<file path="src/rtl/fetch_unit.sv">
// Instruction fetch stage: owns the PC and buffers {PC, instr} pairs for decode.
// Optional FETCH_PERF_COUNTERS_EN adds FetchCount/FlushCount outputs.
module fetch_unit #(
   parameter logic [31:0] RESET_PC = 32'h0000_0000
) (
   input  logic        clk,
   input  logic        reset,
   input  logic        Branch,
   input  logic [31:0] BranchTarget,
   output logic [31:0] Address,
   input  logic [31:0] ReadData,
   output logic [31:0] Instr,
   output logic [31:0] InstrPC,
   output logic        InstrValid,
   input  logic        InstrReady,
`ifdef FETCH_PERF_COUNTERS_EN
   output logic [31:0] FetchCount,
   output logic [31:0] FlushCount,
`endif
   output logic [31:0] PC
);

   logic [31:0] pc_buf  [2];
   logic [31:0] ins_buf [2];
   logic        head;
   logic        tail;
   logic [1:0]  count;
   logic        pop;
   logic        push;
   logic        unused_bits;

   assign unused_bits = ^BranchTarget[1:0];

   assign Address    = {2'b00, PC[31:2]};
   assign InstrValid = (count != 2'd0);
   assign pop        = InstrValid & InstrReady;
   assign push       = !Branch & ((count != 2'd2) | pop);

   // Head outputs come from the buffer registers, never from ReadData
   assign Instr   = InstrValid ? ins_buf[head] : 32'h0;
   assign InstrPC = InstrValid ? pc_buf[head]  : 32'h0;

   always_ff @(posedge clk) begin
      if (reset) begin
         PC    <= RESET_PC;
         head  <= 1'b0;
         tail  <= 1'b0;
         count <= 2'd0;
      end else if (Branch) begin
         PC    <= {BranchTarget[31:2], 2'b00};
         head  <= 1'b0;
         tail  <= 1'b0;
         count <= 2'd0;
      end else begin
         if (push) begin
            pc_buf[tail]  <= PC;
            ins_buf[tail] <= ReadData;
            tail          <= ~tail;
            PC            <= PC + 32'd4;
         end
         if (pop) begin
            head <= ~head;
         end
         unique case ({push, pop})
            2'b10:   count <= count + 2'd1;
            2'b01:   count <= count - 2'd1;
            default: count <= count;
         endcase
      end
   end

`ifdef FETCH_PERF_COUNTERS_EN
   always_ff @(posedge clk) begin
      if (reset) begin
         FetchCount <= 32'h0;
         FlushCount <= 32'h0;
      end else begin
         if (push) begin
            FetchCount <= FetchCount + 32'd1;
         end
         if (Branch) begin
            FlushCount <= FlushCount + 32'd1;
         end
      end
   end
`endif

endmodule

</file>
<file path="config.mk">
export PLATFORM = sky130hd
export DESIGN_NAME = fetch_unit
export DESIGN_NICKNAME = d
export VERILOG_FILES = /design/src/rtl/fetch_unit.sv
export SDC_FILE = /design/constraint.sdc
export NUM_CORES = 1
export LEC_CHECK = 0
export CORE_MARGIN = 8
export CORE_UTILIZATION = 46
export CTS_CLUSTER_SIZE = 8
export DETAILED_ROUTE_END_ITERATION = 16
export PLACE_DENSITY_LB_ADDON = 0.08
export SETUP_SLACK_MARGIN = 0.02
export SLEW_MARGIN = 25
export SYNTH_ARGS = -nofsm -noshare
export SYNTH_HDL_FRONTEND = slang
export SYNTH_SLANG_ARGS = --single-unit
</file>
<file path="constraint.sdc">
create_clock -name clk -period 8.1 [get_ports clk]
set_input_delay 0.81 -clock clk [delete_from_list [all_inputs] [get_ports clk]]
set_output_delay 0.81 -clock clk [all_outputs]
set_load 0.1 [all_outputs]
</file>
# ---- Yosys cells after proc, flatten, opt, wreduce, memory -nomap -nowiden
# Memories as Yosys holds them, arrays and structs flattened. A register that Yosys moved wholly into a read port is not among the register bits.
# Cells that the tools add are included.
dict set report totals {
  regBits 36
  ramBits 128
  inputBits 68
  output_inout_bits 129
  wordCells 36
  memories 2
}
dict set report classes {
  add_sub_neg 3
  n_eq_ne 3
  muxes 13
  n_bitwise 5
  reduce_logical 5
}
# name depth width rd rd_ports_with_merged_regs wr line_no
set mem_list {}
lappend mem_list {ins_buf 2 32 1 1 1 24} ;# logic [31:0] ins_buf [2];
lappend mem_list {pc_buf 2 32 1 1 1 23} ;# logic [31:0] pc_buf [2];
# op count
set ops {}
lappend ops {{$mux W32} 4}
lappend ops {{$add A32 B3 Y32 const B} 1}
lappend ops {{$mux W1} 8}
lappend ops {{$reduce_bool A2 Y1} 3}
lappend ops {{$pmux W2 S2} 1}
lappend ops {{$add A2 B1 Y2 const B} 1}
lappend ops {{$and A1 B1 Y1} 2}
lappend ops {{$eq A2 B1 Y1 const B} 1}
lappend ops {{$eq A2 B2 Y1 const B} 1}
lappend ops {{$ne A2 B2 Y1 const B} 1}
lappend ops {{$not A1 Y1} 2}
lappend ops {{$reduce_or A2 Y1} 1}
lappend ops {{$sub A2 B1 Y2 const B} 1}
lappend ops {{$logic_not A1 Y1} 1}
lappend ops {{$or A1 B1 Y1} 1}

# ---- Logic depth before layout (Yosys ltp)
# Gate-level depths: netlist of run 1.
dict set report logic_depth {
  ltp_word 8
  mapped_depth 8
  mapped_depth_nobuf 7
}

# ---- Worst setup path after synthesis of run 1
# No wires, ideal clock.
dict set report synth_path {
  kind {in2reg}
  start {input Branch}
  end {memory ins_buf[0][0], enable pin}
  setup_ns 0.482
  arrival_ns 4.061
  required_time_ns 7.618
  setup_slack_ns 3.557
  cell_stages 4
  n_path_buf 1
  path_cell_list {or2_2 clkbuf_1 nand2b_1 nor2_1}
}
dict set report synth_between {
  elab_chain_len 6
}
# element line_no
set synth_rtl {}
lappend synth_rtl {{start, declared} 8} ;# input logic Branch,
lappend synth_rtl {{$logic_not A1 Y1} 37} ;# assign push = !Branch & ((count != 2'd2) | pop);
lappend synth_rtl {{$and A1 B1 Y1} 37}
lappend synth_rtl {{$mux W1} 55} ;# if (push) begin
lappend synth_rtl {{$mux W1 *} 49} ;# end else if (Branch) begin
lappend synth_rtl {{$mux W1 *} 44} ;# if (reset) begin
lappend synth_rtl {{$mux W1 (implied by the code) *} 57} ;# ins_buf[tail] <= ReadData;
lappend synth_rtl {{end, declared} 24}
# Mark *: on every way between the ends. The rest lies on a longest branch, timed or not.

# ---- Final worst setup path of run 1
dict set report layout_path {
  start {register count[0]}
  end {output InstrPC[18]}
}
dict set report layout_between {
  elab_chain_len 2
}
# element line_no
set layout_rtl {}
lappend layout_rtl {{start, declared} 27} ;# logic [1:0] count;
lappend layout_rtl {{start signal, assigned} 65} ;# 2'b10: count <= count + 2'd1;
lappend layout_rtl {{start signal, assigned} 66} ;# 2'b01: count <= count - 2'd1;
lappend layout_rtl {{start signal, assigned} 67} ;# default: count <= count;
lappend layout_rtl {{$reduce_bool A2 Y1} 35} ;# assign InstrValid = (count != 2'd0);
lappend layout_rtl {{$mux W32} 41} ;# assign InstrPC = InstrValid ? pc_buf[head] : 32'h0;
lappend layout_rtl {{end, declared} 13} ;# output logic [31:0] InstrPC,
# No other way between the ends.

==> results of run 1 <==
## routing by layer
metal  global-route usage [%]  vias up  part of all wire (%)
met5                        0        -                     0
met4                     6.51        0                   1.5
met1                     21.0     2142                    43
met3                     4.78       17                   7.0
met2                     28.8      145                    49
li1                         -     2200                     -
## power by group through the flow
| stage | clock [mW] | sequential [mW] | combinational, mW |
|---|---|---|---|
| floorplan | 0 | 1.03 | 0.294 |
| global placement | 0 | 0.965 | 0.471 |
| detailed placement | 0 | 0.964 | 0.476 |
| CTS | 0.777 | 0.947 | 0.477 |
| global route | 0.810 | 0.951 | 0.491 |
| finish | 0.762 | 0.947 | 0.473 |
## critical path, stage by stage (launching register included)
cell,delay (ns)
dfxtp_1,0.37
nor2_4,0.44
buf_4,0.50
nor2_1,0.14
clkdlybuf4s50_1,1.00
## state kept, by name, summed over array words and instances (netlist names), named ones only
register / flops
PC: 30
count: 2
pc_buf: 60
head: 1
ins_buf: 64
tail: 1
## cell usage in the layout, fill, tap and decap left out, types with 6 or more instances in the layout
master	count
clkdlybuf4s50_1	188
edfxtp_1	124
nor2_1	89
mux2i_1	66
dfxtp_1	34
nand2_1	22
xnor2_1	18
clkbuf_16	17
nand4_1	13
a21oi_1	13
xor2_1	12
a211oi_1	11
and3_1	8
nand3_1	8
nor4_1	7
nor3_1	6
conb_1	6
buf_4	6
## worst paths after layout
| check | from | to | slack [ns] | depth (start not counted) |
|---|---|---|---|---|
| max | count[0] | InstrPC[18] | 4.39 | 4 |
| min | head | register | 0.52 | 2 |
| max reg2reg | count[0] | pc_buf[0][8] | 5.39 | 4 |
| min reg2reg | head | register | 0.52 | 2 |
## logic make-up after synthesis
kind of cell | share of synthesized area, %
fa+ha+maj | 0.366
mux | 9.67
xor+xnor | 3.85
simple gates | 11.9
buf+inv | 5.73
compound gates | 3.68
other cells | 0.0549
flops | 64.8
## layout make-up
cell class | instances | share of cell area [%]
clock buffers | 22 | 5.23
clock inverters | 10 | 0.946
inverters | 4 | 0.162
multi-input cells | 314 | 22.2
flip-flops and latches | 159 | 47.8
well taps | 184 | 2.49
repair buffers | 195 | 21.1
## metrics by stage
stage / worst slack, ns / cell area (um2) / std cells / hold slack [ns] / total power, mW
finish: 4.39 / 9260 / 888 / 0.524 / 2.18
global route: 4.22 / 9260 / 888 / 0.537 / 2.25
CTS: 4.34 / 9260 / 888 / 0.528 / 2.20
detailed placement: 4.09 / 8680 / 856 / 0.509 / 1.44
global placement: 4.14 / 8660 / 855 / 0.497 / 1.44
floorplan: 3.56 / 6850 / 539 / 0.475 / 1.32
==> impl_metrics.ini, run 1 <==
[run_status]
status = completed

[setup_path]
critical_path_class = reg2out
cp-start-kind = register
cp.arrival_ns = 2.90
critPathMaxFanout = 44
cp-end-kind = primary output
critPathRequiredTime_ns = 7.29

[detailed_routing]
wl_per_cell_um = 18.4
via_count = 4504
drt_iter0_drc = 414
via_per_inst = 5.07
ant_nets = 0
wirelength_mm = 16.4
drc = 0
drt_pass1_iterations = 4

[clock_network]
ctsResizeCount = 0
cts_tree = built
postCtsSetupBuffers = 0
root_buffer = clkbuf_16
ctsLongestPathBuffers = 2
clkSinkCount = 159
h-tree-depth = 4
postCtsHoldBufs = 0
clk_pin_slew_worst_paths_ns = 0.06
cts_buffers = 17
clkLatencyLatePin_ns = 0.42

[pwr]
p_sw_share_pct = 32.0
peakVddDrop_uv = 131
net-switching-power_mw = 0.698
power_density_nw_per_um2 = 236
power.share.clock_pct = 34.9
p_int_mw = 1.48
seqPwrFrac_pct = 43.4
combPwrFrac_pct = 21.7
p_leak_nw = 3.04

[timing]
finalSetupTns_ns = 0
hold_viol = 0
period_needed_ns = 3.71
setup_violations = 0
slew_viol_final = 0
max_freq_ghz = 0.270
rsz0062_at_grt = false
timing.final.crit_share_pct = 45.8
fin_skew_ns = 0.00636
relSlewSlack_pct = 31.4
worstMarginPinSlew_ns = 1.03

[die]
core_area_um2 = 14500
ios = 197
start_util_pct = 47.0
die_w_um = 138
die_area_um2 = 19000
placementRows = 44
die_h_um = 138

[global_routing]
grt_usage_pct = 17.3
grt_pass1_wl_mm = 25.0
grt_pass1_vias = 4675
antenna_found_initial = 0
gr-total-overflow = 0
grt_max_degree = 47

[run]
drv_cap = 0

[finish]
fillers = 1151
multi_input_comb_area_um2 = 2060
area_growth_pct = 35.5
diodes = 0
layout-drive-gt1-share_pct = 7.10
final_nets = 761
fin_util_pct = 63.7
area.sequential_um2 = 4430

[yosys]
synth_common_cells = edfxtp_1, nor2_1, mux2i_1, buf_4, dfxtp_1
synth_edf_count = 124
yosysWarnings = 0
syn_area_per_cell_um2 = 12.8
synth-main-ff-cell = edfxtp_1
synth_top_area_share_pct = 54.5
syn_inst = 534
async_flop_share_pct = 0
yosysTopAreaCell = edfxtp_1
synth_area_um2 = 6830
synth_most_common_cell = edfxtp_1
yosysUniqueCellTypes = 38
yosys_register_bits = 159
synth_top_cells_by_area = edfxtp_1, dfxtp_1, mux2i_1
synth-seq-area-share_pct = 64.8

[place]
place_hpwl_mm = 11.3
portBuffers = 188
gp_congestion = 0.789

[worst_hold_path]
worst_hold_path_type = reg2reg
Note: power is estimated with default switching activity, not from simulation.
==> run 2: changes to the inputs <==
--- a/config.mk
+++ b/config.mk
@@ -6,7 +6,7 @@
 export NUM_CORES = 1
 export LEC_CHECK = 0
 export CORE_MARGIN = 8
-export CORE_UTILIZATION = 46
+export CORE_UTILIZATION = 43
 export CTS_CLUSTER_SIZE = 8
 export DETAILED_ROUTE_END_ITERATION = 16
 export PLACE_DENSITY_LB_ADDON = 0.08
==> constraint.sdc (replaced) <==
create_clock -name clk -period 3.3 [get_ports clk]
set_input_delay 0.33 -clock clk [delete_from_list [all_inputs] [get_ports clk]]
set_output_delay 0.33 -clock clk [all_outputs]
set_load 0.1 [all_outputs]
==> impl_metrics.ini, run 2 (same netlist as run 1, synthesis figures left out) <==
[die]
die_h_um = 142
die_area_um2 = 20200
die_w_um = 142
ios = 197
placementRows = 46
core_area_um2 = 15700
start_util_pct = 43.5

[clock_network]
clk_pin_slew_worst_paths_ns = 0.06
h-tree-depth = 4
postCtsHoldBufs = 0
cts_buffers = 17
postCtsSetupBuffers = 0
ctsResizeCount = 0
cts_tree = built
root_buffer = clkbuf_16
clkSinkCount = 159
clkLatencyLatePin_ns = 0.42
ctsLongestPathBuffers = 2

[run]
drv_cap = 0

[finish]
area_growth_pct = 33.5
final_cell_mix = edfxtp_1, clkdlybuf4s50_1, nor2_1
layout_top_registers = ins_buf x64, pc_buf x60, PC x30
finalNonFillerCells = 923
design_area_um2 = 9120
final_nets = 763
fin_util_pct = 58.0
largest_reg_flops = 64
final_common_cell = edfxtp_1
layout-drive-gt1-share_pct = 18.7
largest_register = ins_buf

[run_status]
status = completed

[global_routing]
antenna_found_initial = 1
gr-usage-met2_pct = 26.7
grt_use_met3_pct = 5.30
grt_pass1_vias = 4678
grt_use_met1_pct = 19.8
grt_max_degree = 63
busiest_layer = met2
gr-total-overflow = 0
grt_pass1_wl_mm = 25.3
grt_usage_pct = 16.3

[timing]
period_needed_ns = 2.49
fin_skew_ns = 0.00813
rsz0062_at_grt = false
relSlewSlack_pct = 34.1
finalSetupTns_ns = 0
max_freq_ghz = 0.402
worstMarginPinSlew_ns = 0.985
hold_viol = 0
setup_ws_ns = 0.811
whs_ns = 0.475
slew_viol_final = 0
timing.final.crit_share_pct = 75.4
setup_violations = 0

[place]
place_hpwl_mm = 11.1
placed_cells = 890
portBuffers = 188
dpl_worst_slack_ns = 0.781
gp_congestion = 0.794
dpl_cell_area_um2 = 8550

[pwr]
combPwrFrac_pct = 21.6
p_leak_nw = 3.20
p_sw_share_pct = 33.0
power.share.clock_pct = 34.7
net-switching-power_mw = 1.75
peakVddDrop_uv = 358
p_int_mw = 3.56
power_density_nw_per_um2 = 583
seqPwrFrac_pct = 43.7
p_total_mw = 5.32

[setup_path]
critPathMaxFanout = 8
cp.arrival_ns = 2.16
cp-end-kind = primary output
crit_family = buffers and inverters
critPathMaxStageDelay_ns = 1.21
slowest_stage = clkdlybuf4s50_1
critical_path_class = reg2out
worstPathBufferInverterCount = 1
cp-start-kind = register
critPathRequiredTime_ns = 2.97
path_cells = clkdlybuf4s50_1

[detailed_routing]
via_count = 4581
drt_pass1_iterations = 5
drt_iter0_drc = 225
via_per_inst = 4.96
wl_per_cell_um = 17.8
drc = 0
wirelength_mm = 16.4
ant_nets = 0

[worst_hold_path]
worst_hold_path_type = in2reg
## run 2: cell count changes in the layout (fill, tap and decap cells not counted), sizes merged
cell / before / now
buf: 7 / 90
clkbuf: 22 / 18
clkdlybuf4s50: 188 / 107
clkinv: 5 / 7
clkinvlp: 4 / 2
diode: 0 / 1
inv: 4 / 8
## run 2: cell type report
cell class	instances	area (um2)
Inverter	4	15.0
Sequential cell	159	4430
Clock inverter	14	134
Multi-Input combinational cell	314	2060
Tap cell	216	270
Timing Repair Buffer	197	1780
Fill cell	1320	6590
Clock buffer	18	429
Antenna cell	1	2.50
## run 2: path summary, 6_finish.rpt
kind / slack (ns) / end / startpoint / cells past startpoint
worst max-delay path: 0.81 / PC[5] / PC[5] / 1
worst min-delay path: 0.47 / PC[14] / BranchTarget[14] / 3
worst max register to register: 0.95 / PC[20] / PC[3] / 6
worst min register to register: 0.53 / register / head / 2
## run 2: power groups by stage
stage / Combinational (mW) / Clock, mW / Sequential (mW)
global placement: 1.15 / 0 / 2.36
finish: 1.15 / 1.84 / 2.32
floorplan: 0.721 / 0 / 2.52
CTS: 1.16 / 1.89 / 2.33
global route: 1.19 / 1.98 / 2.34
detailed placement: 1.15 / 0 / 2.37
## run 2: worst register-to-register path, cell delays in order, from the launching register on
cell and delay, ns:
dfxtp_1 0.53, ha_1 0.29, nand3_1 0.20, nor4_1 0.64, nand3_1 0.18, xor2_1 0.18, a211oi_1 0.24
## run 2: routing by layer
metal | vias up | wire length, um
met5 | - | 0
met3 | 17 | 981
li1 | 2211 | -
met2 | 142 | 7950
met4 | 0 | 234
met1 | 2211 | 7220
